`config.mk`:
```
export PLATFORM = sky130hd
export DESIGN_NAME = stopwatch_lap_bcd
export DESIGN_NICKNAME = d
export VERILOG_FILES = /design/src/rtl/stopwatch_pkg.sv /design/src/rtl/bcd_digit_cnt.sv /design/src/rtl/stopwatch_lap_bcd.sv
export SDC_FILE = /design/constraint.sdc
export NUM_CORES = 1
export LEC_CHECK = 0
export ABC_AREA = 1
export BUFFER_PORTS_ARGS = -buffer_cell sky130_fd_sc_hd__buf_2
export CAP_MARGIN = 20
export CORE_AREA = 2 2 66 68
export CTS_CLUSTER_SIZE = 24
export DETAILED_ROUTE_END_ITERATION = 16
export DIE_AREA = 0 0 68 70
export PLACE_DENSITY = 0.85
export SETUP_SLACK_MARGIN = 0.1
export SLEW_MARGIN = 0
export SYNTH_ARGS = -nofsm -noshare
export SYNTH_HDL_FRONTEND = slang
export SYNTH_SLANG_ARGS = --single-unit
```
`constraint.sdc`:
```
create_clock -name clk -period 2.1 [get_ports clk]
set_clock_uncertainty 0.2 [all_clocks]
set_input_delay 0.105 -clock clk [delete_from_list [all_inputs] [get_ports clk]]
set_output_delay 0.105 -clock clk [all_outputs]
set_load 0.01 [all_outputs]
```
`src/rtl/stopwatch_pkg.sv`:
```
// Shared state encoding and BCD digit limits for the lap stopwatch.
package stopwatch_pkg;

   typedef enum logic [2:0] {
      S_IDLE,
      S_ARMED,
      S_RUN,
      S_LAP,
      S_PAUSE
   } state_e;

   localparam int BCD_MAX_DEC = 9;
   localparam int BCD_MAX_SEX = 5;

   // Odd-index digits are tens of seconds/minutes when counting sexagesimally.
   function automatic int digit_max(input int idx, input int sexagesimal);
      return (sexagesimal != 0 && (idx % 2) == 1) ? BCD_MAX_SEX : BCD_MAX_DEC;
   endfunction

endpackage

```
`src/rtl/bcd_digit_cnt.sv`:
```
// One BCD digit that counts 0..MAX; carry flags the increment that rolls it over.
module bcd_digit_cnt #(
   parameter int MAX = 9
) (
   input  logic       clk,
   input  logic       reset,
   input  logic       inc,
   input  logic       clr,
   output logic [3:0] digit,
   output logic       carry
);

   logic [3:0] digit_q;

   assign carry = inc && (digit_q == 4'(MAX));
   assign digit = digit_q;

   // NOTE: sequential state uses non-blocking assignments so every flop samples pre-edge values.
   always_ff @(posedge clk or posedge reset) begin
      if (reset) begin
         digit_q <= '0;
      end else if (clr) begin
         digit_q <= '0;
      end else if (inc) begin
         digit_q <= carry ? 4'd0 : digit_q + 4'd1;
      end
   end

endmodule

```
`src/rtl/stopwatch_lap_bcd.sv`:
```
// BCD stopwatch with start/stop, lap freeze and clear, driven by two edge-detected buttons.
module stopwatch_lap_bcd
   import stopwatch_pkg::*;
#(
   parameter int N_DIGITS    = 4,
   parameter int SEXAGESIMAL = 1,
   parameter int TICK_DIV    = 1
) (
   input  logic                  clk,
   input  logic                  reset,
   input  logic                  enable,
   input  logic                  push_m,
   input  logic                  push_lap,
   output logic [4*N_DIGITS-1:0] clk_count,
   output logic                  running,
   output logic                  lap_active,
   output logic                  wrap
);

   localparam int PRESC_W = (TICK_DIV > 1) ? $clog2(TICK_DIV) : 1;

   state_e                state_q, state_d;
   logic                  m_prev_q, lap_prev_q;
   logic [PRESC_W-1:0]    presc_q;
   logic [4*N_DIGITS-1:0] live_count;
   logic [4*N_DIGITS-1:0] lap_q;
   logic [N_DIGITS:0]     inc_chain;
   logic                  running_q, lap_active_q, wrap_q;
   logic                  m_ev, lap_ev, in_run, tick;
   logic                  lap_capture, lap_clear, cnt_clr;

   // A coincident start/stop press wins; the lap press is dropped.
   assign m_ev   = push_m & ~m_prev_q;
   assign lap_ev = push_lap & ~lap_prev_q & ~m_ev;

   assign in_run  = (state_q == S_RUN) || (state_q == S_LAP);
   assign tick    = in_run && (presc_q == PRESC_W'(TICK_DIV - 1));
   assign cnt_clr = ~enable | lap_clear;

   // NOTE: every always_comb output gets a default first so no path can infer a latch.
   always_comb begin
      state_d     = state_q;
      lap_capture = 1'b0;
      lap_clear   = 1'b0;
      if (!enable) begin
         state_d = S_IDLE;
      end else begin
         case (state_q)
            S_IDLE:  state_d = S_ARMED;
            S_ARMED: if (m_ev) state_d = S_RUN;
            S_RUN: begin
               if (m_ev) begin
                  state_d = S_PAUSE;
               end else if (lap_ev) begin
                  state_d     = S_LAP;
                  lap_capture = 1'b1;
               end
            end
            S_LAP: begin
               if (m_ev)        state_d = S_PAUSE;
               else if (lap_ev) state_d = S_RUN;
            end
            S_PAUSE: begin
               if (m_ev) begin
                  state_d = S_RUN;
               end else if (lap_ev) begin
                  state_d   = S_ARMED;
                  lap_clear = 1'b1;
               end
            end
            default: state_d = S_IDLE;
         endcase
      end
   end

   always_ff @(posedge clk or posedge reset) begin
      if (reset) begin
         state_q      <= S_IDLE;
         running_q    <= 1'b0;
         lap_active_q <= 1'b0;
         wrap_q       <= 1'b0;
         m_prev_q     <= 1'b0;
         lap_prev_q   <= 1'b0;
      end else begin
         state_q      <= state_d;
         running_q    <= (state_d == S_RUN) || (state_d == S_LAP);
         lap_active_q <= (state_d == S_LAP);
         wrap_q       <= enable & inc_chain[N_DIGITS];
         m_prev_q     <= push_m;
         lap_prev_q   <= push_lap;
      end
   end

   // Prescaler advances only while counting and simply holds while paused or armed.
   always_ff @(posedge clk or posedge reset) begin
      if (reset) begin
         presc_q <= '0;
      end else if (!enable) begin
         presc_q <= '0;
      end else if (in_run) begin
         presc_q <= tick ? '0 : presc_q + PRESC_W'(1);
      end
   end

   // Lap snapshot takes the count as it stood before this edge's increment.
   always_ff @(posedge clk or posedge reset) begin
      if (reset) begin
         lap_q <= '0;
      end else if (cnt_clr) begin
         lap_q <= '0;
      end else if (lap_capture) begin
         lap_q <= live_count;
      end
   end

   assign inc_chain[0] = tick;

   for (genvar i = 0; i < N_DIGITS; i++) begin : g_digit
      bcd_digit_cnt #(
         .MAX(digit_max(i, SEXAGESIMAL))
      ) u_digit (
         .clk  (clk),
         .reset(reset),
         .inc  (inc_chain[i]),
         .clr  (cnt_clr),
         .digit(live_count[4*i +: 4]),
         .carry(inc_chain[i+1])
      );
   end

   assign clk_count  = lap_active_q ? lap_q : live_count;
   assign running    = running_q;
   assign lap_active = lap_active_q;
   assign wrap       = wrap_q;

endmodule

```
# Word level (Yosys, flattened, before mapping)
# Cells that the tools add are included.
# word_totals
regBits,41
inputBits,5
word_cells,84
# classes
addsub,5
bitwise,10
n_mux,33
reduce_logical,13
n_eq_ne,11
# op_table
cell,n
16-bit 2-to-1 mux,3
4-bit 2-to-1 mux,12
3-bit 2-to-1 mux,8
"4-bit by 1-bit adder with 4-bit output, second input constant",4
3-bit one-hot mux with 5 select lines,1
"3-bit by 2-bit == test with 1-bit output, second input constant",4
2-bit nonzero test,5
1-bit 2-to-1 mux,9
"4-bit by 3-bit == test with 1-bit output, second input constant",2
"4-bit == test, second input constant",2
1-bit logical AND,5
1-bit inverter,5
1-bit AND,4
"3-bit by 1-bit == test with 1-bit output, second input constant",1
"3-bit == test, second input constant",1
3-bit zero test,1
1-bit logical OR,2
"2-bit by 1-bit != test with 1-bit output, second input constant",1
"1-bit adder, second input constant",1
1-bit bitwise OR,1

# Depth between registers and ports, before layout
# Gate-level depths: netlist of the first run.
# logic_depth
ltp_word,10
ltp_mapped,9
depth_no_buf,9

# Cells and area by module
# From an unflattened synthesis of the first run, not the netlist that was laid out.
# hier_totals
hier_cells,316
hier_area_um2,2406.1
# by_module_without_submodules
mod,seq_area_each_um2,n_inst,area_each_um2,cells_per_inst
stopwatch_lap_bcd,625.6,1,1332.5,162
bcd_digit_cnt (g_digit[0].u_digit ...),100.1,2,275.3,39
bcd_digit_cnt (g_digit[1].u_digit ...),100.1,2,261.5,38

# Worst setup path before layout of the first run
# OpenSTA, ideal clock, no wires.
# synth_timing
path_type,register to register
from,reg g_digit[0].u_digit.digit_q[1]
to,reg g_digit[3].u_digit.digit_q[2]
synth_period_minus_slack_ns,1.595
setup_time_ns,0.119
arrival_time_ns,1.277
stages_incl_launch_ff,10
required_time_ns,1.781
slack_ns,0.505
path_cell_list,dfrtp_1 > inv_1 > ha_1 > nand3_1 > nor2_2 > nand3b_1 > nand2_1 > inv_1 > nand2_1 > nand2_1
# synth_via
elab_chain_cells,8
elab_cells_between_ends,9
cone_classes,eq/ne: 1; mux: 3; reduce/logical: 5
# synth_lines
element,line,rtl
from (decl),bcd_digit_cnt.sv:13,logic [3:0] digit_q;
from (signal assigned),bcd_digit_cnt.sv:25,digit_q <= carry ? 4'd0 : digit_q + 4'd1;
4-bit == test (*),bcd_digit_cnt.sv:15,assign carry = inc && (digit_q == 4'(MAX));
1-bit logical AND (*) (3 in a row),bcd_digit_cnt.sv:15,
1-bit logical AND,bcd_digit_cnt.sv:15,
4-bit 2-to-1 mux,bcd_digit_cnt.sv:25,
4-bit 2-to-1 mux,bcd_digit_cnt.sv:24,end else if (inc) begin
4-bit 2-to-1 mux,bcd_digit_cnt.sv:22,end else if (clr) begin
to (signal assigned),bcd_digit_cnt.sv:25,
to (decl),bcd_digit_cnt.sv:13,
# Every way passes the cells marked *; elsewhere a longest branch is shown, timed or not. The select of a mux whose other input is x is not followed.
# A chain may end at the register's enable or synchronous reset.

# Worst setup path in the final report of the first run
# layout_timing
from,in push_m
to,reg lap_q[15]
# layout_via
elab_chain_cells,9
elab_cells_between_ends,12
cone_classes,mux: 7; bitwise: 4; reduce/logical: 1
# layout_lines
element,line,rtl
from (decl),stopwatch_lap_bcd.sv:12,"input logic push_m,"
1-bit AND (*),stopwatch_lap_bcd.sv:33,assign m_ev = push_m & ~m_prev_q;
1-bit inverter,stopwatch_lap_bcd.sv:34,assign lap_ev = push_lap & ~lap_prev_q & ~m_ev;
1-bit AND,stopwatch_lap_bcd.sv:34,
1-bit 2-to-1 mux,"stopwatch_lap_bcd.sv:54, stopwatch_lap_bcd.sv:66",
1-bit 2-to-1 mux (*),stopwatch_lap_bcd.sv:64,if (m_ev) begin
1-bit 2-to-1 mux,stopwatch_lap_bcd.sv:48,case (state_q)
1-bit 2-to-1 mux,stopwatch_lap_bcd.sv:45,if (!enable) begin
1-bit bitwise OR,stopwatch_lap_bcd.sv:38,assign cnt_clr = ~enable | lap_clear;
16-bit 2-to-1 mux or 2-bit nonzero test (tied branches),--,
to (signal assigned),stopwatch_lap_bcd.sv:112,lap_q <= live_count;
to (decl),stopwatch_lap_bcd.sv:26,logic [4*N_DIGITS-1:0] lap_q;
# Every way passes the cells marked *; elsewhere a longest branch is shown, timed or not.

==> out/results.ini, run 1 <==
[outcome]
outcome=finished, final reports clean

[sta]
rsz0062_at_grt=false
setup_tns_ns=0
fmax_mhz=544
tightestPinTransition_ns=0.514
fin_hold_ws_ns=0.270
final-setup-viol-count=0
fin_crit_ns=1.84
fin_crit_sh_pct=87.5
slew_headroom_pct=65.7
slew_viol_final=0
hold_viol=0

[synth]
syn_area_um2=2240
synth-edff-count=0
synthCells=268
synth_top_cell_by_area=dfrtp_1
yosysUniqueCellTypes=26
synthArstFlopShare_pct=100
netlist_top_cells_area=dfrtp_1 (46%), nand2_1 (9.4%), o21ai_0 (6.7%), nand3_1 (6.3%), inv_1 (6.0%)
synth_top_flop_cell=dfrtp_1
synth_top_area_share_pct=45.9
syn_avg_cell_area_um2=8.35
synth_nets=281
synth_seq_area_share_pct=45.9
ys_seq_elements=41
yosysWarnings=0

[final_layout]
nNetsFinal=312
post-route-cell-area_um2=2580
layout_commonest_cell=nand2_1
syn_to_final_growth_pct=15.5
final_cell_mix=nand2_1 (56), dfrtp_1 (41), inv_1 (36)
layout-drive-gt1-share_pct=20.7
final_util_pct=62.3
num_antenna_cells=0

[route]
dr.pass1.iters=5
routed_via_density=5.50
vias=1937
drtIter0Drc=167
wl_um=4910
wire_per_inst_um=14.0
drtAntennaViolNets=0
drc=0

[power]
peakVddDrop_mv=0.306
power_density_nw_per_um2=653
power_leakage_nw=1.34
power_mw=1.69

[die]
start_util_pct=54.0
die_w_um=68
die_h_um=70
core_area_um2=4140
ios=24
rows=24
die_area_um2=4760

[worst_setup_path]
rrSetupSlack_ns=0.30
crit_slowest_cell=dlygate4sd3_1
worst_r2r_path_depth=9
crit_chain=dlygate4sd3_1 > buf_2 > nand2_1 > nand2_2 > nor2_2 > nor2_4 > nand3_4 > o21ai_0
cp-end-kind=register
critPathArrivalTime_ns=1.86
crit_fanout=16
startpoint=push_m
critPathLaunchType=input pin
crit_path_max_incr_delay_ns=0.52
cp.required_ns=2.12
criticalPathCategory=input pin to register
timing.rr.start=g_digit[0].u_digit.digit[1]
timing.rr.end=g_digit[1].u_digit.digit[1]

[global_route]
grt_pass1_wl_um=8430
grt_pass1_vias=1899
antenna_found_initial=0
grt_max_degree=42
grt-ovfl-total=0
grt_use_total_pct=23.1

[clock_network]
path_clk_slew_ns=0.09
root_buffer=clkbuf_8
cts_tree=done
cts_made_buffers=5
cts_buffer_depth=2
cts.sinks=41
worstSkewPairLatency_ns=0.31
cts_max_level=2
cts_setup_buffers=0

[placement]
dpl_cell_area_um2=2400
numPortBuffers=23
hpwl_um=3180
gp_congestion=0.862

[flow_run]
cap_violations=0

[min_path]
hold_path.class=input pin to asynchronous set/reset pin

-- power by group --
part | switching (mW) | internal (mW) | total [mW]
Combinational | 0.0848 | 0.0343 | 0.119
Sequential | 0.00779 | 0.799 | 0.806
Clock | 0.290 | 0.472 | 0.763
-- worst max-delay path: cells and delay by family --
kind	cells	cell delay [ns]
buffers and inverters	2	0.63
AO/OA/AOI/OAI	1	0.26
AND/OR/NAND/NOR	5	0.86
-- per-stage QoR --
step,cells,worst slack (ns)
finish,352,0.263
global route,352,0.127
CTS,352,0.275
detailed placement,340,0.339
global placement,340,0.380
floorplan,268,0.505
-- layout make-up --
| type | count | area (um^2) |
|---|---|---|
| flip-flops and latches | 41 | 1030 |
| clock buffers | 5 | 68.8 |
| fillers | 356 | 1560 |
| multi-input cells | 182 | 1030 |
| clock inverters | 3 | 65.1 |
| repair buffers | 32 | 193 |
| inverters | 37 | 139 |
| well taps | 52 | 65.1 |
-- synthesized netlist by cell type, types with 4 or more instances --
library cell   n
inv_1         36
o21ai_0       30
xor2_1         5
nor2_4         4
nor2_1         9
nand2_1       56
nand4_1       13
nand3_1       28
dfrtp_1       41
nand2_2        5
ha_1           8
o21ai_2       11
nor2_2         4
-- metal layers --
metal	up-vias	track usage (%)	wire [um]
met1	921	29.9	2150
met3	16	5.31	260
li1	938	-	-
met5	-	0	0
met2	62	35.7	2370
met4	0	11.3	133
-- logic make-up (layout without fill, tap and decap cells) --
family | Yosys count | after routing | share of synthesized area (%)
and+or+nand+nor | 123 | 123 | 26.9
DFF | 41 | 41 | 45.9
xor gates and xnor gates | 5 | 5 | 1.96
AOI/OAI and AO/OA | 46 | 46 | 12.4
adders and majority gates | 8 | 8 | 4.47
buffers and inverters | 45 | 77 | 8.44
-- registers in the layout (all words and copies together), names as in the netlist --
signal and flops:
lap_prev_q 1, lap_q 16, running 1, state_q 3, m_prev_q 1, lap_active 1, g_digit.u_digit.digit 16, wrap 1
presc_q 1
-- worst max-delay path by stage --
stage / to / slack (ns) / cells after the start
floorplan: g_digit[3].u_digit.digit[2] / 0.50 / 9
global placement: lap_active / 0.38 / 7
detailed placement: lap_q[15] / 0.34 / 7
CTS: lap_q[15] / 0.27 / 8
global route: g_digit[1].u_digit.digit[1] / 0.13 / 9
finish: lap_q[15] / 0.26 / 8
-- timing repair --
action | CTS | global route
setup endpoints to repair | 0 | 2
hold buffers | 4 | 0
endpoints found under the hold margin | 44 | 0
resized for setup | 0 | 1
Power figures use the tool's default switching activity.
==> run 2: changes to the inputs <==
CORE_AREA = 2 2 68 63   (was 2 2 66 68)
CTS_BUF_LIST = sky130_fd_sc_hd__clkbuf_2 sky130_fd_sc_hd__clkbuf_4 sky130_fd_sc_hd__clkbuf_8   (was default)
DIE_AREA = 0 0 70 65   (was 0 0 68 70)
PLACE_DENSITY = 0.88   (was 0.85)
==> out/results.ini, run 2 (synthesis gave the netlist of run 1 again) <==
[placement]
numPortBuffers=23  ; unchanged
dp_cells=336  ; -1.2%
gp_congestion=0.897  ; +4.0%
pre_cts_ws_ns=0.292  ; -0.0471 ns
hpwl_um=3460  ; +8.9%
dpl_cell_area_um2=2410  ; +0.31%

[min_path]
hold_path.class=input pin to asynchronous set/reset pin

[sta]
fin_crit_sh_pct=86.7  ; -0.81 points
fin_hold_ws_ns=0.246  ; -0.0239 ns
final-setup-viol-count=0  ; unchanged
fin_crit_ns=1.82  ; -0.0171 ns
fmax_mhz=550  ; +0.94%
rsz0062_at_grt=false
slew_headroom_pct=54.6  ; -11 points
hold_viol=0  ; unchanged
slew_viol_final=0  ; unchanged
setup_tns_ns=0  ; unchanged
tightestPinTransition_ns=0.680  ; +0.166 ns
fin_ws_ns=0.280  ; +0.0171 ns

[clock_network]
cts_tree=done
cts_made_buffers=5  ; unchanged
cts_max_level=2  ; unchanged
cts.sinks=41  ; unchanged
worstSkewPairLatency_ns=0.30  ; about the same
root_buffer=clkbuf_8
cts_setup_buffers=0  ; unchanged
path_clk_slew_ns=0.08  ; about the same
cts_buffer_depth=2  ; unchanged

[worst_setup_path]
timing.rr.start=g_digit[0].u_digit.digit[1]
cp-end-kind=register
critPathLaunchType=register
startpoint=g_digit[0].u_digit.digit[1]
cp.required_ns=2.10  ; -0.02 ns
crit_fanout=5  ; -11
criticalPathCategory=register to register
critPathArrivalTime_ns=1.81  ; -0.05 ns

[final_layout]
post-route-cell-area_um2=2590  ; +0.29%
final_cell_mix=nand2_1 (56), dfrtp_1 (41), inv_1 (36)
nNetsFinal=312  ; unchanged
final_util_pct=66.3  ; +3.9 points
final_cells=348  ; -1.1%
syn_to_final_growth_pct=15.8
fillCellCount=326  ; -8.4%
layout_commonest_cell=nand2_1
num_antenna_cells=0  ; unchanged
layout-drive-gt1-share_pct=20.7  ; unchanged

[global_route]
grt-ovfl-total=0  ; unchanged
grt_max_degree=34  ; -19%
grt_use_total_pct=23.8  ; +0.70 points
antenna_found_initial=0  ; unchanged
grt_pass1_vias=1872  ; -1.4%
grt_pass1_wl_um=8410  ; -0.24%

[power]
power_leakage_nw=1.35  ; +0.34%
power_density_nw_per_um2=647  ; -0.98%
peakVddDrop_mv=0.555  ; +82%
power_mw=1.68  ; -0.69%

[route]
routed_via_density=5.43  ; -1.4%
vias=1889  ; -2.5%
wire_per_inst_um=13.8  ; -1.2%
wl_um=4800  ; -2.3%
drc=0  ; unchanged
drtAntennaViolNets=0  ; unchanged
dr.pass1.iters=4  ; -1
drtIter0Drc=176  ; +5.4%

[die]
ios=24  ; unchanged
start_util_pct=57.2  ; +3.2 points
rows=22  ; -8.3%
die_h_um=65  ; -7.1%
die_area_um2=4550  ; -4.4%
die_w_um=70  ; +2.9%
core_area_um2=3910  ; -5.7%

[outcome]
outcome=finished, final reports clean

[flow_run]
cap_violations=0  ; unchanged

-- run 2: power breakdown --
part           switching, mW  internal, mW
sequential           0.00779         0.799
clock                  0.276         0.472
combinational         0.0850        0.0366
-- run 2: worst max-delay path, cell delays in order (launching register included) --
cell      delay [ns]
dfrtp_1         0.41
inv_1           0.12
ha_1            0.16
nand3_1         0.19
nor2_4          0.21
nand3b_1        0.12
nand2_1         0.10
inv_1           0.09
nand2_1         0.07
nand2_1         0.06
-- run 2: worst paths after layout --
path                       cells past startpoint                     endpoint  slack (ns)
max in group asynchronous                      4                    lap_q[10]        0.89
setup reg to reg                               9  g_digit[3].u_digit.digit[0]        0.28
hold reg to reg                                2  g_digit[1].u_digit.digit[3]        0.29
setup / recovery                               9  g_digit[3].u_digit.digit[0]        0.28
min in group clk                               2                   lap_prev_q        0.26
hold / removal                                 3                      presc_q        0.25
-- run 2: routing by layer --
| layer | vias to the layer above | track usage, % | wire, um |
|---|---|---|---|
| li1 | 940 | - | - |
| met3 | 9 | 5.44 | 183 |
| met5 | - | 0 | 0 |
| met4 | 0 | 9.86 | 99 |
| met1 | 901 | 28.9 | 2080 |
| met2 | 39 | 41.0 | 2440 |
-- run 2: final cells by class --
class | instances | area (um^2) | area share [%]
sequential | 41 | 1030 | 39.6
clock buffer | 5 | 68.8 | 2.66
clock inverter | 3 | 65.1 | 2.51
timing repair buffer | 32 | 205 | 7.92
tap | 48 | 60.1 | 2.32
multi-input combinational | 182 | 1030 | 39.6
inverter | 37 | 139 | 5.36
-- run 2: repair_timing --
action,CTS,global route
hold buffers,4,0
setup endpoints to repair,0,1
endpoints found under the hold margin,24,0
resized for setup,0,1
==> run 3: changes to the inputs <==
CORE_AREA = 2 2 73 68   (was 2 2 68 63)
DIE_AREA = 0 0 75 70   (was 0 0 70 65)
PLACE_DENSITY = 0.83   (was 0.88)
SYNTH_HIERARCHICAL = 1   (was default)
==> out/results.ini, run 3 <==
[worst_setup_path]
timing.rr.start=state_q[2]
critPathArrivalTime_ns=1.89  ; +0.08 ns
rrSetupSlack_ns=0.19  ; -0.09 ns
criticalPathCategory=register to register
cp.required_ns=2.08  ; -0.02 ns
cp-end-kind=register
worst_r2r_path_depth=14  ; +5
crit_fanout=4  ; -1
critPathLaunchType=register
timing.rr.end=g_digit[3].u_digit/digit[1]
startpoint=state_q[2]
crit_end=g_digit[3].u_digit/digit[1]

[power]
power_density_nw_per_um2=538  ; -17%
power_leakage_nw=1.41  ; +4.8%
power_mw=1.53  ; -8.9%
peakVddDrop_mv=0.244  ; -56%

[synth]
synth-edff-count=0  ; unchanged
netlist_top_cells_area=dfrtp_1 (43%), nand2_1 (14%), inv_1 (9.4%), o21ai_0 (6.2%), ha_1 (4.2%)
syn_avg_cell_area_um2=7.61  ; -8.8%
yosys.area_share.simple_pct=26.6  ; -0.33 points
synthMuxAreaShare_pct=0  ; unchanged
synth-adder-area-share_pct=4.16  ; -0.31 points
synth.most_common_cell=nand2_1
yosysWarnings=6  ; +6
synth_top_family_by_area=simple AND/OR/NAND/NOR gates
synthArstFlopShare_pct=100  ; unchanged
synth_seq_area_share_pct=42.6  ; -3.2 points
synth_top_cell_by_area=dfrtp_1
synth_compound_area_share_pct=15.1  ; +2.7 points
synth_commonest_cells=nand2_1 (87), inv_1 (60), dfrtp_1 (41), o21ai_0 (30), nor2_1 (19)
ys_seq_elements=41  ; unchanged
yosysUniqueCellTypes=20  ; -23%
synthCells=316  ; +18%
syn_area_um2=2410  ; +7.6%
yosys.area_share.xor_xnor_pct=0  ; -2.0 points
synth_nets=329  ; +17%
synth_top_area_share_pct=42.6  ; -3.2 points
synth_top_flop_cell=dfrtp_1

[clock_network]
cts_max_level=2  ; unchanged
cts_tree=done
root_buffer=clkbuf_8
cts_buffer_depth=2  ; unchanged
cts.sinks=41  ; unchanged
cts_made_buffers=5  ; unchanged
worstSkewPairLatency_ns=0.29  ; about the same
path_clk_slew_ns=0.08  ; about the same

[die]
die_w_um=75  ; +7.1%
die_area_um2=5250  ; +15%
rows=24  ; +9.1%
core_area_um2=4590  ; +18%
die_h_um=70  ; +7.7%
start_util_pct=52.4  ; -4.9 points
ios=24  ; unchanged

[final_layout]
fillCellCount=401  ; +23%
final_util_pct=61.8  ; -4.5 points
post-route-cell-area_um2=2840  ; +9.6%
final_cells=421  ; +21%
num_antenna_cells=0  ; unchanged
layout_commonest_cell=nand2_1
final_cell_mix=nand2_1 (82), inv_1 (59), dfrtp_1 (38)
layout-drive-gt1-share_pct=26.4  ; +5.7 points
nNetsFinal=368  ; +18%
syn_to_final_growth_pct=18.0

[sta]
rsz0062_at_grt=true
fin_hold_ws_ns=0.0879  ; -0.158 ns
hold_viol=0  ; unchanged
fin_crit_sh_pct=90.9  ; +4.3 points
fin_ws_ns=0.190  ; -0.0898 ns
fin_crit_ns=1.91  ; +0.0898 ns
setup_tns_ns=0  ; unchanged
fmax_mhz=524  ; -4.7%
slew_headroom_pct=68.8  ; +14 points
final-setup-viol-count=0  ; unchanged
tightestPinTransition_ns=0.467  ; -0.213 ns
slew_viol_final=0  ; unchanged

[global_route]
grt_pass1_wl_um=8430  ; +0.24%
grt-ovfl-total=0  ; unchanged
grt_max_degree=23  ; -32%
antenna_found_initial=0  ; unchanged
grt_pass1_vias=1923  ; +2.7%
grt_use_total_pct=20.5  ; -3.2 points

[placement]
gp_congestion=0.834  ; -7.0%
numPortBuffers=23  ; unchanged
dp_cells=404  ; +20%
pre_cts_ws_ns=0.0707  ; -0.222 ns
dpl_cell_area_um2=2640  ; +9.6%
hpwl_um=3490  ; +0.79%

[route]
dr.pass1.iters=4  ; unchanged
routed_via_density=4.85  ; -11%
drc=0  ; unchanged
vias=2042  ; +8.1%
wl_um=4820  ; +0.50%
wire_per_inst_um=11.5  ; -17%
drtAntennaViolNets=0  ; unchanged
drtIter0Drc=145  ; -18%

[outcome]
outcome=finished, final reports clean

[min_path]
hold_path.class=input pin to asynchronous set/reset pin

[flow_run]
cap_violations=0  ; unchanged

-- run 3: how the worst min path moves through the flow --
stage	from	end	slack, ns
floorplan	reset	g_digit[0].u_digit/digit[0]	-0.33
global placement	reset	g_digit[1].u_digit/digit[0]	-0.15
detailed placement	reset	g_digit[1].u_digit/digit[0]	-0.15
CTS	reset	g_digit[1].u_digit/digit[1]	0.09
global route	reset	g_digit[1].u_digit/digit[2]	0.10
finish	reset	g_digit[1].u_digit/digit[1]	0.09
-- run 3: cells by family (layout without fill, tap and decap cells) --
group                      Yosys count  count (layout)
AOI/OAI and AO/OA                   58              58
DFF                                 41              41
adders and majority gates            8               8
buffers and inverters               68             108
and+or+nand+nor                    141             141
-- run 3: layout make-up --
cell class	instances	area [um^2]	area share (%)
Timing Repair Buffer	39	258	9.07
Sequential cell	41	1030	36.3
Tap cell	65	81.3	2.86
Clock inverter	1	5.00	0.176
Inverter	61	233	8.19
Multi-Input combinational cell	207	1140	40.0
Clock buffer	7	96.3	3.39
-- run 3: worst max-delay path: stages (launching register included) --
cell and delay [ns]:
dfrtp_1 0.40, inv_2 0.09, nand2_4 0.06, nor2_4 0.11
nand2_2 0.09, nor2_4 0.09, nand2_2 0.08, nor2_4 0.10
nand2_2 0.08, nor2_4 0.15, nand2_2 0.09, nor2_4 0.12
nor2_2 0.05, nand2_1 0.05, nand2_1 0.04
-- run 3: routing by layer --
layer  GRT usage (%)  up-vias  part of all wire (%)  wire (um)
met2            33.5       35                    51       2440
met3            4.33        4                   2.7        131
met5               0        -                     0          0
li1                -     1042                     -          -
met4            5.56        0                  0.75         36
met1            27.3      961                    46       2210
-- run 3: repair_timing --
item,4_1_cts,5_1_grt
endpoints found under the hold margin,35,0
buffers inserted,2,3
pin swaps,1,4
hold buffers,4,0
endpoints found under the setup margin,4,11
resized for setup,0,6
-- run 3: power breakdown --
group          internal (mW)  leakage [nW]  switching, mW
Sequential             0.806         0.559         0.0176
Combinational         0.0478         0.797         0.0929
Clock                  0.297        0.0542          0.267
Total                   1.15          1.41          0.377
